==> config.mk <==
export PLATFORM = sky130hd
export DESIGN_NAME = if_stage
export DESIGN_NICKNAME = d
export VERILOG_FILES = /design/src/rtl/if_stage.sv
export SDC_FILE = /design/constraint.sdc
export NUM_CORES = 1
export LEC_CHECK = 0
export CAP_MARGIN = 20
export CORE_UTILIZATION = 56
export CTS_CLUSTER_SIZE = 40
export DETAILED_ROUTE_END_ITERATION = 12
export GPL_TIMING_DRIVEN = 0
export PLACE_DENSITY_LB_ADDON = 0.1
export SYNTH_ARGS = -nofsm -noshare
export SYNTH_HDL_FRONTEND = slang
export SYNTH_SLANG_ARGS = --single-unit
==> constraint.sdc <==
create_clock -name clk -period 3.8 [get_ports clk]
set_input_delay 0.38 -clock clk [delete_from_list [all_inputs] [get_ports clk]]
set_output_delay 0.38 -clock clk [all_outputs]
set_load 0.02 [all_outputs]
==> src/rtl/if_stage.sv <==
// ----------------------------------------------------------------------------
// if_stage -- instruction-fetch stage feeding decode.
//
// Owns the PC and issues fetches on an SRAM-like instruction port with at
// most one request outstanding. Fetched words are presented to decode as a
// registered {valid, pc, inst, adel} bundle. A one-entry hold buffer absorbs
// a word that returns while decode is stalled. Later stages may redirect the
// PC (branch/jump/exception) or flush the presented instruction.
//
// Ports:
//   clk, rst                    clock, synchronous active-high reset
//   stall_i                     decode cannot accept; id_* hold
//   flush_i                     kill id_* and the hold buffer
//   redirect_valid/redirect_pc  new fetch target
//   inst_req/inst_addr          fetch request and address (= pc)
//   inst_addr_ok                request accepted this cycle
//   inst_data_ok/inst_rdata     read data return
//   id_valid/id_pc/id_inst      instruction presented to decode
//   id_adel                     presented pc is misaligned; id_inst = 0
// ----------------------------------------------------------------------------
module if_stage #(
    parameter logic [31:0] RESET_PC = 32'hBFC0_0000
) (
    input  logic        clk,
    input  logic        rst,
    input  logic        stall_i,
    input  logic        flush_i,
    input  logic        redirect_valid,
    input  logic [31:0] redirect_pc,
    output logic        inst_req,
    output logic [31:0] inst_addr,
    input  logic        inst_addr_ok,
    input  logic        inst_data_ok,
    input  logic [31:0] inst_rdata,
    output logic        id_valid,
    output logic [31:0] id_pc,
    output logic [31:0] id_inst,
    output logic        id_adel
);

    localparam logic [1:0] S_REQ  = 2'd0;
    localparam logic [1:0] S_WAIT = 2'd1;
    localparam logic [1:0] S_HOLD = 2'd2;

    logic [1:0]  state_q, state_d;
    logic [31:0] pc_q, pc_d;
    logic [31:0] fetch_pc_q, fetch_pc_d;   // pc of the outstanding request
    logic        cancel_q, cancel_d;       // outstanding data must be dropped
    logic        adel_done_q, adel_done_d; // misaligned pc already reported
    logic [31:0] buf_pc_q, buf_pc_d;
    logic [31:0] buf_inst_q, buf_inst_d;
    logic        id_valid_q, id_valid_d;
    logic [31:0] id_pc_q, id_pc_d;
    logic [31:0] id_inst_q, id_inst_d;
    logic        id_adel_q, id_adel_d;

    logic misaligned;
    logic id_free;

    assign misaligned = (pc_q[1:0] != 2'b00);
    assign id_free    = !id_valid_q || !stall_i;

    // A redirect drops the request so the address never changes under a
    // pending request; the new target is issued from the next cycle.
    assign inst_req  = !rst && (state_q == S_REQ) && !misaligned && !redirect_valid;
    assign inst_addr = pc_q;

    assign id_valid = id_valid_q;
    assign id_pc    = id_pc_q;
    assign id_inst  = id_inst_q;
    assign id_adel  = id_adel_q;

    always_comb begin
        state_d     = state_q;
        pc_d        = pc_q;
        fetch_pc_d  = fetch_pc_q;
        cancel_d    = cancel_q;
        adel_done_d = adel_done_q;
        buf_pc_d    = buf_pc_q;
        buf_inst_d  = buf_inst_q;
        // Hold under stall, otherwise bubble unless something loads below.
        id_valid_d  = id_valid_q && stall_i;
        id_pc_d     = id_pc_q;
        id_inst_d   = id_inst_q;
        id_adel_d   = id_adel_q;

        if (redirect_valid) begin
            adel_done_d = 1'b0;
        end

        case (state_q)
            S_REQ: begin
                if (misaligned) begin
                    // Report the bad pc once, then idle until redirected.
                    if (redirect_valid) begin
                        pc_d = redirect_pc;
                    end else if (!adel_done_q && id_free && !flush_i) begin
                        id_valid_d  = 1'b1;
                        id_pc_d     = pc_q;
                        id_inst_d   = 32'h0;
                        id_adel_d   = 1'b1;
                        adel_done_d = 1'b1;
                    end
                end else if (inst_addr_ok) begin
                    // Accepted even alongside a redirect: the slave owns it
                    // now, so its data is marked for dropping.
                    fetch_pc_d = pc_q;
                    state_d    = S_WAIT;
                    cancel_d   = redirect_valid;
                    pc_d       = redirect_valid ? redirect_pc : pc_q + 32'd4;
                end else if (redirect_valid) begin
                    pc_d = redirect_pc;
                end
            end

            S_WAIT: begin
                if (inst_data_ok) begin
                    state_d  = S_REQ;
                    cancel_d = 1'b0;
                    if (redirect_valid) begin
                        pc_d = redirect_pc;
                    end
                    // Flush kills the word arriving on the same edge too.
                    if (!cancel_q && !redirect_valid && !flush_i) begin
                        if (id_free) begin
                            id_valid_d = 1'b1;
                            id_pc_d    = fetch_pc_q;
                            id_inst_d  = inst_rdata;
                            id_adel_d  = 1'b0;
                        end else begin
                            buf_pc_d   = fetch_pc_q;
                            buf_inst_d = inst_rdata;
                            state_d    = S_HOLD;
                        end
                    end
                end else if (redirect_valid) begin
                    cancel_d = 1'b1;
                    pc_d     = redirect_pc;
                end
            end

            S_HOLD: begin
                if (redirect_valid || flush_i) begin
                    state_d = S_REQ;
                    if (redirect_valid) begin
                        pc_d = redirect_pc;
                    end
                end else if (!stall_i) begin
                    id_valid_d = 1'b1;
                    id_pc_d    = buf_pc_q;
                    id_inst_d  = buf_inst_q;
                    id_adel_d  = 1'b0;
                    state_d    = S_REQ;
                end
            end

            default: begin
                state_d = S_REQ;
            end
        endcase

        if (flush_i) begin
            id_valid_d = 1'b0;
        end
    end

    always_ff @(posedge clk) begin
        if (rst) begin
            state_q     <= S_REQ;
            pc_q        <= RESET_PC;
            fetch_pc_q  <= 32'h0;
            cancel_q    <= 1'b0;
            adel_done_q <= 1'b0;
            buf_pc_q    <= 32'h0;
            buf_inst_q  <= 32'h0;
            id_valid_q  <= 1'b0;
            id_pc_q     <= 32'h0;
            id_inst_q   <= 32'h0;
            id_adel_q   <= 1'b0;
        end else begin
            state_q     <= state_d;
            pc_q        <= pc_d;
            fetch_pc_q  <= fetch_pc_d;
            cancel_q    <= cancel_d;
            adel_done_q <= adel_done_d;
            buf_pc_q    <= buf_pc_d;
            buf_inst_q  <= buf_inst_d;
            id_valid_q  <= id_valid_d;
            id_pc_q     <= id_pc_d;
            id_inst_q   <= id_inst_d;
            id_adel_q   <= id_adel_d;
        end
    end

endmodule

# ---- Word level (Yosys, flattened, before mapping)
# Index checks and enable logic that the tools add are counted.
dict set report word_totals {
  ff_bits 198
  input_bits 71
  word_cells 118
}
dict set report classes {
  add_sub_neg 1
  eq_ne 15
  n_mux 60
  n_bitwise 2
  n_reduce_logical 29
}
# op n
set op_table {}
lappend op_table {{32-bit 2-to-1 mux} 21}
lappend op_table {{32-bit one-hot mux with 3 select lines} 3}
lappend op_table {{32-bit by 3-bit adder with 32-bit output (second input constant)} 1}
lappend op_table {{1-bit 2-to-1 mux} 25}
lappend op_table {{2-bit != test (second input constant)} 10}
lappend op_table {{2-bit 2-to-1 mux} 7}
lappend op_table {{4-bit AND reduction} 3}
lappend op_table {{9-bit AND reduction} 1}
lappend op_table {{1-bit logical AND} 8}
lappend op_table {{1-bit zero test} 8}
lappend op_table {{3-bit != test (second input constant)} 2}
lappend op_table {{1-bit one-hot mux with 3 select lines} 2}
lappend op_table {{2-bit one-hot mux with 3 select lines} 1}
lappend op_table {{2-bit nonzero test} 2}
lappend op_table {{3-bit AND reduction} 1}
lappend op_table {{3-bit nonzero test} 1}
lappend op_table {{2-bit by 1-bit equality test with 1-bit output (second input constant)} 1}
lappend op_table {{2-bit equality test (second input constant)} 1}
lappend op_table {{2-bit zero test} 1}
lappend op_table {{1-bit logical OR} 2}
lappend op_table {{2-bit by 1-bit != test with 1-bit output (second input constant)} 1}
lappend op_table {{1-bit NOT} 2}
lappend op_table {{1-bit one-hot mux with 2 select lines} 1}
lappend op_table {{2-bit AND reduction} 1}
lappend op_table {{2-bit OR reduction} 1}

# ---- Longest topological paths before layout
dict set report depth {
  depth_word 8
  mapped_depth 10
}

# ---- Worst setup path before layout
# OpenSTA, ideal clock, no wires.
dict set report synth_path {
  kind {register to register}
  startpoint {register state_q[0]}
  endpoint {register pc_q[16] (netlist: inst_addr[16])}
  setup_ns 0.091
  arrival_ns 2.323
  path_slack_ns 1.386
  path_stages_with_launch 11
  period_less_slack_ns 2.414
  cell_sequence {dfxtp_1 > inv_1 > ha_1 > buf_6 > or4b_4 > buf_6 > or3_1 > buf_2 > nor4_2 > nor3_1 > a311oi_1}
}
dict set report synth_between {
  elab_chain_cells 3
}
# element line_no
set synth_lines {}
lappend synth_lines {{from (decl)} 45} ;# logic [1:0] state_q, state_d;
lappend synth_lines {{from (signal assigned)} 181} ;# state_q <= state_d;
lappend synth_lines {{2-bit equality test (tied with other cells)} 91} ;# case (state_q)
lappend synth_lines {{2-bit != test (no source line) / 3-bit nonzero test (equally long branches)} --}
lappend synth_lines {{2-bit AND reduction (no source line)} --}
lappend synth_lines {{to (signal assigned)} 182} ;# pc_q <= pc_d;
lappend synth_lines {{to (decl)} 46} ;# logic [31:0] pc_q, pc_d;
# Several ways; a longest one is shown, not always the timed one.
# A chain may end at the register's enable or synchronous reset.

# ---- Final worst setup path
dict set report layout_path {
  startpoint {register state_q[0]}
  endpoint {register pc_q[19] (netlist: inst_addr[19])}
}
# The elaborated chain is that of the path after synthesis.

==> results.json <==
{
  "status": "finished, final reports clean",
  "cts_buffer_depth": 2,
  "die-area_mm2": 0.0164,
  "grt-ovfl-total": 0,
  "rows": 45,
  "insertion_delay_ns": 0.44,
  "worst-r2r-setup-slack_ns": 0.48,
  "p_leak_nw": 3.76,
  "netlist_instances": 1163,
  "yosysSeqAreaShare_pct": 44.5,
  "drv_slew": 0,
  "yosys_warnings": 0,
  "synth_nets": 1239,
  "tns_ns": 0,
  "die_height_um": 128,
  "first_global_vias": 8812,
  "slew_headroom_pct": 32.5,
  "finClkSkew_ns": 0.0128,
  "hold_depth": 2,
  "synth_edf_count": 0,
  "final_util_pct": 74.5,
  "wl_per_cell_um": 19.2,
  "ioPinCount": 170,
  "drv_cap": 0,
  "startpoint_type": "flip-flop",
  "via_per_inst": 6.20,
  "grt_max_degree": 17,
  "vias": 9743,
  "firstDrtPassIters": 7,
  "synthArstFlopShare_pct": 0,
  "cts_buffers": 17,
  "die_x_um": 128,
  "port_buffers": 167,
  "drive_gt1_share_pct": 4.19,
  "avgSynthCellArea_um2": 7.65,
  "synth_cell_types": 59,
  "syn_area_mm2": 0.00890,
  "crit_type": "flip-flop to flip-flop",
  "hold_violations": 0,
  "ys_seq_elements": 198,
  "crit_path_end_kind": "flip-flop",
  "yosys_most_used_dff": "dfxtp_1",
  "grt_pass1_wl_um": 45900,
  "drc": 0,
  "fin_nets": 1425,
  "tightest_slew_ns": 1.00,
  "antenna_found_initial": 1,
  "fmax_mhz": 301,
  "drt_iter0_markers": 944,
  "rsz0062_at_grt": "false",
  "post_cts_buffers": 0,
  "core_mm2": 0.0154,
  "wl_um": 30100,
  "r2r-start": "state_q[0]$_SDFFE_PP0P_",
  "cts.sinks": 198,
  "postRouteAntennaNets": 0,
  "ir_worst_vdd_uv": 372,
  "antenna_cells": 0,
  "cp.arrival_ns": 3.66,
  "path_clk_slew_ns": 0.08,
  "r2r_end": "inst_addr[19]$_SDFFE_PP0P_",
  "syn_to_final_growth_pct": 28.6,
  "root_buffer": "clkbuf_16",
  "hold_path_end": "id_inst[9]$_SDFFE_PP0P_",
  "cts_tree": "yes",
  "grtUsageTotal_pct": 36.5,
  "period_minus_slack_ns": 3.32,
  "worstHoldStart": "id_inst[9]$_SDFFE_PP0P_",
  "r2r_cells": 8,
  "setup_viol": 0,
  "cts.hold.buffers_added": 0,
  "start_util_pct": 57.9,
  "fin_crit_sh_pct": 87.3,
  "holdCritPathClass": "flip-flop to flip-flop",
  "p_per_area_mw_per_mm2": 422,
  "path_max_fanout": 10,
  "cts_resized": 0,
  "h-tree-depth": 4,
  "gp_congestion": 0.952,
  "required_ns": 4.14,
  "dp_hpwl_um": 21100
}
==> cell usage in the layout, fill, tap and decap left out, types with 5 or more instances in the layout <==
| master | n |
|---|---|
| clkdlybuf4s50_1 | 167 |
| ha_1 | 5 |
| buf_1 | 8 |
| a21oi_1 | 180 |
| nor3_1 | 22 |
| a22oi_1 | 32 |
| o21ai_0 | 16 |
| clkbuf_1 | 91 |
| nor4_1 | 9 |
| and3_1 | 11 |
| dfxtp_1 | 198 |
| nand2_1 | 315 |
| a221oi_1 | 6 |
| nand3_1 | 58 |
| clkbuf_16 | 17 |
| nand4_1 | 16 |
| a22o_1 | 32 |
| inv_1 | 7 |
| buf_2 | 12 |
| o211ai_1 | 33 |
| nor2_1 | 32 |
| a211oi_1 | 5 |
==> critical path, cell delays in order, from the launching register on <==
cell and delay (ns):
dfxtp_1 0.35, inv_1 0.10, ha_1 0.32, nor3b_1 0.72, or2_2 0.22, clkbuf_1 0.49
clkbuf_1 0.60, nand2_1 0.14, a221oi_1 0.28
==> where the power goes <==
group          switching (mW)  leakage (nW)  internal, mW
Clock                   0.801         0.301          1.09
Combinational           0.449          1.85         0.276
Sequential             0.0747          1.61          2.14
==> layout make-up <==
type / instances / area, um^2
repair buffers: 167 / 1670
fillers: 1235 / 3920
plain buffers: 112 / 450
flip-flops and latches: 198 / 3960
well taps: 211 / 264
multi-input cells: 846 / 4460
inverters: 7 / 26.3
clock buffers: 21 / 470
clock inverters: 10 / 143
==> through the flow <==
stage          setup WS, ns  total power, mW  cell area, um^2  std cells  hold WS (ns)
2_1_floorplan          1.39             2.63             8900       1163         0.437
3_3_place_gp          0.540             2.95            10800       1541         0.441
3_5_place_dp          0.550             2.96            10800       1541         0.446
4_1_cts               0.690             4.82            11400       1572         0.455
5_1_grt               0.478             4.98            11400       1572         0.473
6_report              0.481             4.83            11400       1572         0.453
==> routing by layer <==
layer	vias up	part of all wire (%)	track usage (%)
li1	4485	-	-
met1	4597	40	48.1
met2	577	46	57.7
met3	84	10	8.18
met4	0	3.3	15.4
met5	-	0	0
==> worst max-delay path by stage <==
| stage | start | to | depth (start not counted) |
|---|---|---|---|
| global route | state_q[0]$_SDFFE_PP0P_ | inst_addr[19]$_SDFFE_PP0P_ | 8 |
| CTS | redirect_valid | inst_req | 6 |
| detailed placement | flush_i | inst_addr[19]$_SDFFE_PP0P_ | 7 |
| finish | state_q[0]$_SDFFE_PP0P_ | inst_addr[19]$_SDFFE_PP0P_ | 8 |
| floorplan | state_q[0]$_SDFFE_PP0P_ | inst_addr[16]$_SDFFE_PP0P_ | 10 |
| global placement | flush_i | inst_addr[19]$_SDFFE_PP0P_ | 7 |
==> cells in the mapped netlist, types with 3 or more instances <==
cell / instances / share of area (%)
or4_1: 4 / 0.34
nand2_1: 315 / 13
a21oi_1: 180 / 10
o21ai_0: 16 / 0.90
buf_1: 8 / 0.34
o311ai_0: 3 / 0.30
nor4_1: 9 / 0.63
and4_1: 4 / 0.39
buf_2: 12 / 0.67
a311oi_1: 4 / 0.39
o211ai_1: 33 / 2.8
ha_1: 5 / 0.70
inv_1: 7 / 0.30
nor3_1: 22 / 1.2
a221oi_1: 6 / 0.59
nand4_1: 16 / 1.1
nand3_1: 58 / 3.3
a41oi_1: 4 / 0.39
a22oi_1: 32 / 2.7
mux2i_1: 4 / 0.45
nor3b_1: 3 / 0.25
nand2b_1: 4 / 0.28
nor2_1: 32 / 1.3
a211oi_1: 5 / 0.42
clkbuf_1: 90 / 3.8
dfxtp_1: 198 / 45
a22o_1: 32 / 3.1
or3_1: 4 / 0.28
a31oi_1: 4 / 0.28
and3_1: 11 / 0.77
==> cell families (layout without fill, tap and decap cells) <==
family	Yosys count	count (layout)	share of synthesized area, %
flops	198	198	44.5
simple gates	495	495	24.5
compound gates	339	339	24.1
mux	6	6	0.703
fa+ha+maj	5	5	0.703
xor+xnor	1	1	0.0984
buf+inv	119	317	5.36
==> state kept, by name (all words and copies together) (netlist names) <==
signal and flops:
state_q 2, adel_done_q 1, id_inst 32, id_pc 32, id_valid 1, fetch_pc_q 32
buf_pc_q 32, inst_addr 32, id_adel 1, cancel_q 1, buf_inst_q 32
Note: power is estimated with default switching activity, not from simulation.
